### src/rtl/div_if.sv
// Handshake bundle between the EXE stage and the iterative divider.
// The master is the EXE stage (issue side) and the slave is the divide unit.
interface div_if #(
  parameter int XLEN = 32
);
  logic            div_start;
  logic [1:0]      div_op;
  logic [XLEN-1:0] div_rs1;
  logic [XLEN-1:0] div_rs2;
  logic            div_kill;
  logic            divide_stall;
  logic            div_valid;
  logic [XLEN-1:0] div_result;

  modport master (
    output div_start, div_op, div_rs1, div_rs2, div_kill,
    input  divide_stall, div_valid, div_result
  );

  modport slave (
    input  div_start, div_op, div_rs1, div_rs2, div_kill,
    output divide_stall, div_valid, div_result
  );
endinterface

### src/rtl/div_sequencer.sv
// Iterative radix-2 restoring RV32M divider (DIV/DIVU/REM/REMU).
// Produces one quotient bit per cycle and stalls the pipeline until the result is ready.
module div_sequencer #(
  parameter int XLEN = 32
) (
  input  logic clk,
  input  logic reset_n,
  div_if.slave bus
);

  localparam int CW = $clog2(XLEN + 1);

  typedef enum logic [1:0] {
    IDLE = 2'd0,
    BUSY = 2'd1,
    DONE = 2'd2
  } state_e;

  state_e          state_q, state_d;
  logic [CW-1:0]   cnt_q, cnt_d;
  logic [XLEN-1:0] quo_q, quo_d;
  logic [XLEN-1:0] rem_q, rem_d;
  logic [XLEN-1:0] dvs_q, dvs_d;
  logic [XLEN-1:0] result_q, result_d;
  logic            is_rem_q, is_rem_d;
  logic            neg_quo_q, neg_quo_d;
  logic            neg_rem_q, neg_rem_d;

  logic            signed_op_s;
  logic            rs1_neg_s;
  logic            rs2_neg_s;
  logic [XLEN-1:0] rs1_mag_s;
  logic [XLEN-1:0] rs2_mag_s;
  logic            div_zero_s;
  logic            overflow_s;
  logic [XLEN:0]   shifted_s;
  logic            ge_s;
  logic [XLEN-1:0] rem_next_s;
  logic [XLEN-1:0] quo_next_s;
  logic [XLEN-1:0] final_s;

  // Operand decode and one restoring-division step
  always_comb begin
    signed_op_s = ~bus.div_op[0];
    rs1_neg_s   = signed_op_s & bus.div_rs1[XLEN-1];
    rs2_neg_s   = signed_op_s & bus.div_rs2[XLEN-1];
    rs1_mag_s   = rs1_neg_s ? ({XLEN{1'b0}} - bus.div_rs1) : bus.div_rs1;
    rs2_mag_s   = rs2_neg_s ? ({XLEN{1'b0}} - bus.div_rs2) : bus.div_rs2;
    div_zero_s  = (bus.div_rs2 == {XLEN{1'b0}});
    overflow_s  = signed_op_s
                & (bus.div_rs1 == {1'b1, {(XLEN-1){1'b0}}})
                & (bus.div_rs2 == {XLEN{1'b1}});

    // Shifted partial remainder needs one extra bit: it can reach 2*divisor-1
    shifted_s  = {rem_q, quo_q[XLEN-1]};
    ge_s       = (shifted_s >= {1'b0, dvs_q});
    rem_next_s = ge_s ? (shifted_s[XLEN-1:0] - dvs_q) : shifted_s[XLEN-1:0];
    quo_next_s = {quo_q[XLEN-2:0], ge_s};

    if (is_rem_q) begin
      final_s = neg_rem_q ? ({XLEN{1'b0}} - rem_next_s) : rem_next_s;
    end else begin
      final_s = neg_quo_q ? ({XLEN{1'b0}} - quo_next_s) : quo_next_s;
    end
  end

  // Next-state and datapath update
  always_comb begin
    state_d   = state_q;
    cnt_d     = cnt_q;
    quo_d     = quo_q;
    rem_d     = rem_q;
    dvs_d     = dvs_q;
    result_d  = result_q;
    is_rem_d  = is_rem_q;
    neg_quo_d = neg_quo_q;
    neg_rem_d = neg_rem_q;

    case (state_q)
      IDLE: begin
        if (bus.div_kill) begin
          state_d = IDLE;
          cnt_d   = {CW{1'b0}};
        end else if (bus.div_start) begin
          is_rem_d  = bus.div_op[1];
          neg_quo_d = rs1_neg_s ^ rs2_neg_s;
          neg_rem_d = rs1_neg_s;
          quo_d     = rs1_mag_s;
          rem_d     = {XLEN{1'b0}};
          dvs_d     = rs2_mag_s;
          // Corner cases bypass iteration and finish in the DONE cycle
          if (div_zero_s) begin
            result_d = bus.div_op[1] ? bus.div_rs1 : {XLEN{1'b1}};
            state_d  = DONE;
          end else if (overflow_s) begin
            result_d = bus.div_op[1] ? {XLEN{1'b0}} : bus.div_rs1;
            state_d  = DONE;
          end else begin
            cnt_d   = CW'(XLEN);
            state_d = BUSY;
          end
        end else begin
          state_d = IDLE;
        end
      end
      BUSY: begin
        if (bus.div_kill) begin
          state_d = IDLE;
          cnt_d   = {CW{1'b0}};
        end else begin
          quo_d = quo_next_s;
          rem_d = rem_next_s;
          cnt_d = cnt_q - CW'(1);
          if (cnt_q == CW'(1)) begin
            result_d = final_s;
            state_d  = DONE;
          end else begin
            state_d = BUSY;
          end
        end
      end
      DONE: begin
        state_d = IDLE;
        cnt_d   = {CW{1'b0}};
      end
      default: begin
        state_d = IDLE;
        cnt_d   = {CW{1'b0}};
      end
    endcase
  end

  // State and datapath registers
  always_ff @(posedge clk or negedge reset_n) begin
    if (!reset_n) begin
      state_q   <= IDLE;
      cnt_q     <= {CW{1'b0}};
      quo_q     <= {XLEN{1'b0}};
      rem_q     <= {XLEN{1'b0}};
      dvs_q     <= {XLEN{1'b0}};
      result_q  <= {XLEN{1'b0}};
      is_rem_q  <= 1'b0;
      neg_quo_q <= 1'b0;
      neg_rem_q <= 1'b0;
    end else begin
      state_q   <= state_d;
      cnt_q     <= cnt_d;
      quo_q     <= quo_d;
      rem_q     <= rem_d;
      dvs_q     <= dvs_d;
      result_q  <= result_d;
      is_rem_q  <= is_rem_d;
      neg_quo_q <= neg_quo_d;
      neg_rem_q <= neg_rem_d;
    end
  end

  // Stall must rise in the accept cycle and drop immediately on kill or reset
  always_comb begin
    bus.divide_stall = reset_n & ~bus.div_kill
                     & (((state_q == IDLE) & bus.div_start) | (state_q == BUSY));
    bus.div_valid    = reset_n & ~bus.div_kill & (state_q == DONE);
    bus.div_result   = result_q;
  end

endmodule

### src/flat_wrapper.sv
// flat-port wrapper written by rule: the top's interface ports become plain ports
module div_sequencer_flat 
#(
  parameter int XLEN = 32
)
  (clk, reset_n, bus_div_start, bus_div_op, bus_div_rs1, bus_div_rs2, bus_div_kill, bus_divide_stall, bus_div_valid, bus_div_result);
  div_if #(.XLEN(XLEN)) bus_i ();
  input  logic clk;
  input  logic reset_n;
  input wire logic [$bits(bus_i.div_start)-1:0] bus_div_start;
  input wire logic [$bits(bus_i.div_op)-1:0] bus_div_op;
  input wire logic [$bits(bus_i.div_rs1)-1:0] bus_div_rs1;
  input wire logic [$bits(bus_i.div_rs2)-1:0] bus_div_rs2;
  input wire logic [$bits(bus_i.div_kill)-1:0] bus_div_kill;
  output wire logic [$bits(bus_i.divide_stall)-1:0] bus_divide_stall;
  output wire logic [$bits(bus_i.div_valid)-1:0] bus_div_valid;
  output wire logic [$bits(bus_i.div_result)-1:0] bus_div_result;
  assign bus_i.div_start = bus_div_start;
  assign bus_i.div_op = bus_div_op;
  assign bus_i.div_rs1 = bus_div_rs1;
  assign bus_i.div_rs2 = bus_div_rs2;
  assign bus_i.div_kill = bus_div_kill;
  assign bus_divide_stall = bus_i.divide_stall;
  assign bus_div_valid = bus_i.div_valid;
  assign bus_div_result = bus_i.div_result;
  div_sequencer #(.XLEN(XLEN)) u_core (.clk(clk), .reset_n(reset_n), .bus(bus_i));
endmodule
### config.mk
export PLATFORM = sky130hd
export DESIGN_NAME = div_sequencer_flat
export DESIGN_NICKNAME = d
export VERILOG_FILES = /design/src/rtl/div_if.sv /design/src/rtl/div_sequencer.sv /design/src/flat_wrapper.sv
export SDC_FILE = /design/constraint.sdc
export NUM_CORES = 1
export LEC_CHECK = 0
export BUFFER_PORTS_ARGS = -buffer_cell sky130_fd_sc_hd__buf_2
export CORE_MARGIN = 2
export CORE_UTILIZATION = 63
export CTS_BUF_LIST = sky130_fd_sc_hd__clkbuf_4 sky130_fd_sc_hd__clkbuf_8
export CTS_CLUSTER_DIAMETER = 40
export DETAILED_ROUTE_END_ITERATION = 10
export HOLD_SLACK_MARGIN = 0.15
export PLACE_DENSITY_LB_ADDON = 0.25
export SLEW_MARGIN = 20
export SYNTH_ARGS = -nofsm -noshare
export SYNTH_HDL_FRONTEND = slang
export SYNTH_SLANG_ARGS = --single-unit
export TNS_END_PERCENT = 10
### constraint.sdc
create_clock -name clk -period 6.21 [get_ports clk]
set_input_delay 0.3105 -clock clk [delete_from_list [all_inputs] [get_ports clk]]
set_output_delay 0.3105 -clock clk [all_outputs]
set_load 0.005 [all_outputs]
==> flow_metrics.py <==
metrics = {
    "clock_network": {
        "clock_latency_ps": 470,
        "post-cts-setup-buffer-count": 0,
        "htreeDepth": 4,
        "cts_tree": "built",
        "cts_buffers": 17,
        "cts_sinks": 139,
        "clockRootBuffer": "clkbuf_8",
        "cts.clk_slew.worst_paths_ps": 80,
        "ctsLongestPathBuffers": 2,
    },
    "synth": {
        "syn_inst": 1556,
        "synth-async-reset-ratio_pct": 100,
        "synth-seq-cells": 139,
        "synth.top_cell.area_share_pct": 29.3,
        "synthTopCellsByArea": "dfrtp_1 29%, o21ai_0 7.7%, nand2_1 6.4%",
        "yosys.area.top_type": "dfrtp_1",
        "synth_edf_count": 0,
        "synth_area_um2": 11900,
        "yosysWarnings": 0,
        "ys.flop_type": "dfrtp_1",
        "syn_nets": 1666,
        "seq_area_frac_synth_pct": 29.3,
        "syn_avg_cell_area_um2": 7.64,
        "ys_types": 85,
    },
    "route": {
        "routedWlPerCell_um": 20.5,
        "routed_via_density": 6.68,
        "drc": 0,
        "routed_wl_um": 37900,
        "drtAntennaViolNets": 0,
        "first_pass_iters": 5,
        "via_count": 12300,
        "drt_iter0_markers": 1241,
    },
    "hold_path": {
        "min_path_type": "input port to register",
    },
    "pwr": {
        "vdd_drop_max_mv": 0.278,
        "fin_total_pwr_w": 0.00369,
        "seqPwrFrac_pct": 35.3,
        "p_sw_w": 0.00160,
        "p_int_w": 0.00209,
        "p_leak_nw": 5.43,
        "switching_share_pct": 43.4,
        "clockPowerShare_pct": 20.7,
        "power_density_nw_per_um2": 287,
        "comb_power_share_pct": 44.0,
    },
    "grt": {
        "grt_overflow": 0,
        "antenna_found_initial": 0,
        "grt_pass1_vias": 11400,
        "grt_max_degree": 97,
        "grt_first_pass_wirelength_um": 60100,
        "grt_usage_pct": 38.1,
    },
    "sta": {
        "tightest_slew_ps": 997,
        "fmaxAchievable_mhz": 208,
        "timing.final.crit_period_ps": 4800,
        "min_period_over_period_pct": 77.2,
        "relSlewSlack_pct": 33.4,
        "fin_skew_ps": 17.8,
        "grt_setup_unrepaired": "false",
        "finalSetupTns_ps": 0,
        "finalHoldViolCount": 0,
        "finalSetupViolCount": 0,
        "slew_violations": 0,
    },
    "die": {
        "rows": 50,
        "start_util_pct": 63.8,
        "chipWidth_um": 141,
        "dieArea_um2": 20000,
        "core_area_um2": 18600,
        "ios": 104,
        "die_y_um": 141,
    },
    "finish": {
        "final_cell_mix": "202 x nand2_1, 184 x o21ai_0, 139 x dfrtp_1",
        "finish.net_count": 1712,
        "mostFrequentLayoutCell": "nand2_1",
        "syn_to_final_growth_pct": 8.07,
        "drive_gt1_share_pct": 11.5,
        "antennaDiodeCount": 0,
    },
    "place": {
        "portBuffers": 103,
        "hpwl_um": 28000,
        "gp_congestion": 0.981,
    },
    "setup_path": {
        "end_kind": "register",
        "critical_path_required_ps": 6550,
        "critPathTopFamily": "simple AND/OR/NAND/NOR gates",
        "cp-start-kind": "register",
        "slowest_delay_ps": 480,
        "cp_data_arrival_time_ps": 5140,
        "crit_type": "register to register",
        "crit_chain": "ha_1 > nand2_2 > nor2_1 > o2111ai_2 > a31oi_4 > a21o_2 > buf_4 > nand2_1 > o21ai_0 > ha_1 > o2111ai_2 > or3_1 > or3_1 > mux2i_1 > a31oi_1",
        "crit_slowest_cell": "ha_1",
        "cp_max_fo": 33,
        "path_buf_inv": 1,
    },
    "run": {
        "drv_cap": 0,
    },
    "status": {
        "outcome": "finished, final reports clean",
    },
}
layout make-up:
class / instances / area [µm²]
clock buffers: 19 / 249
multi-input cells: 1263 / 7790
clock inverters: 13 / 144
fillers: 1621 / 5790
inverters: 59 / 221
flip-flops and latches: 139 / 3480
repair buffers: 122 / 674
well taps: 234 / 293
logic make-up after synthesis:
kind of cell | after synthesis | synth area share, %
buffers and inverters | 154 | 5.44
AO/OA/AOI/OAI | 531 | 27.8
XOR/XNOR | 134 | 9.87
multiplexers | 30 | 2.58
AND/OR/NAND/NOR | 528 | 20.8
adder cells (fa/ha/maj) | 40 | 4.27
flip-flops | 139 | 29.3
worst register-to-register path, cell delays in order, from the launching register on:
cell	delay, ps
dfrtp_1	450
ha_1	490
nand2_2	210
nor2_1	300
o2111ai_2	260
a31oi_4	360
a21o_2	210
buf_4	370
nand2_1	100
o21ai_0	150
ha_1	440
o2111ai_2	260
or3_1	470
or3_1	350
mux2i_1	160
a31oi_1	90
registers in the layout, indices dropped and copies added (netlist names):
signal and count:
u_core.bus.div_result 32, u_core.cnt_q 6, u_core.dvs_q 32, u_core.is_rem_q 1
u_core.neg_quo_q 1, u_core.neg_rem_q 1, u_core.quo_q 32, u_core.rem_q 32
u_core.state_q 2
what timing repair did:
item / 4_1_cts / 5_1_grt
hold endpoints to repair: 52 / 0
setup endpoints to repair: 0 / 0
hold buffers: 4 / 0
resized for setup: 0 / 0
layer usage:
layer  up-vias  track usage (%)  share of wire (%)
li1       5726                -                  -
met5         -                0                  0
met2       666             58.2                 44
met3       133             8.37                9.3
met1      5820             51.8                 42
met4         0             17.5                4.5
through the flow:
stage / instance area (µm²) / cells / utilization (%) / hold WS [ps] / setup slack, ps
CTS: 12800 / 1849 / 68.9 / 178 / 1550
global route: 12800 / 1849 / 68.9 / 205 / 1150
floorplan: 11900 / 1556 / - / 14.9 / 1670
global placement: 12400 / 1813 / 66.6 / 309 / 1720
detailed placement: 12400 / 1813 / 66.6 / 313 / 1570
finish: 12800 / 1849 / 68.9 / 187 / 1410
power by group through the flow:
stage	logic (W)	clock network [W]	registers, W
final	0.00162	0.000764	0.00130
after global routing	0.00180	0.000806	0.00132
after CTS	0.00160	0.000769	0.00129
after detailed placement	0.00159	0	0.00131
after global placement	0.00155	0	0.00130
after floorplan	0.00112	0	0.00126
final timing paths:
| kind | from | endpoint | slack, ps | cells past startpoint |
|---|---|---|---|---|
| max | u_core.rem_q[6]$_DFFE_PN0P_ | u_core.bus.div_result[28]$_DFFE_PN0P_ | 1410 | 15 |
| min | bus_div_rs2[20] | u_core.dvs_q[20]$_DFFE_PN0P_ | 190 | 3 |
| min reg2reg | u_core.bus.div_result[8]$_DFFE_PN0P_ | u_core.bus.div_result[8]$_DFFE_PN0P_ | 470 | 2 |
| max reg2reg | u_core.rem_q[6]$_DFFE_PN0P_ | u_core.bus.div_result[28]$_DFFE_PN0P_ | 1410 | 15 |
| min in group asynchronous | reset_n | u_core.dvs_q[7]$_DFFE_PN0P_ | 370 | 2 |
| max in group asynchronous | reset_n | u_core.rem_q[17]$_DFFE_PN0P_ | 4690 | 3 |
Yosys cell counts, types with 8 or more instances:
| cell type | n |
|---|---|
| nor3_1 | 50 |
| nand2_1 | 202 |
| buf_2 | 22 |
| nor2_1 | 133 |
| dfrtp_1 | 139 |
| nand3_1 | 14 |
| ha_1 | 39 |
| or4_1 | 8 |
| inv_1 | 56 |
| or3_1 | 29 |
| o41ai_1 | 14 |
| mux2i_1 | 25 |
| clkbuf_1 | 59 |
| a211oi_1 | 17 |
| o21ai_0 | 184 |
| o31ai_1 | 26 |
| a31oi_1 | 26 |
| xor2_1 | 62 |
| nand2b_1 | 8 |
| o211ai_1 | 21 |
| a22o_1 | 9 |
| a21o_1 | 12 |
| a21oi_1 | 138 |
| o21a_1 | 10 |
| xnor2_1 | 72 |
| nor4_1 | 13 |
| nand4_1 | 22 |
Note: power is estimated with default switching activity, not from simulation.
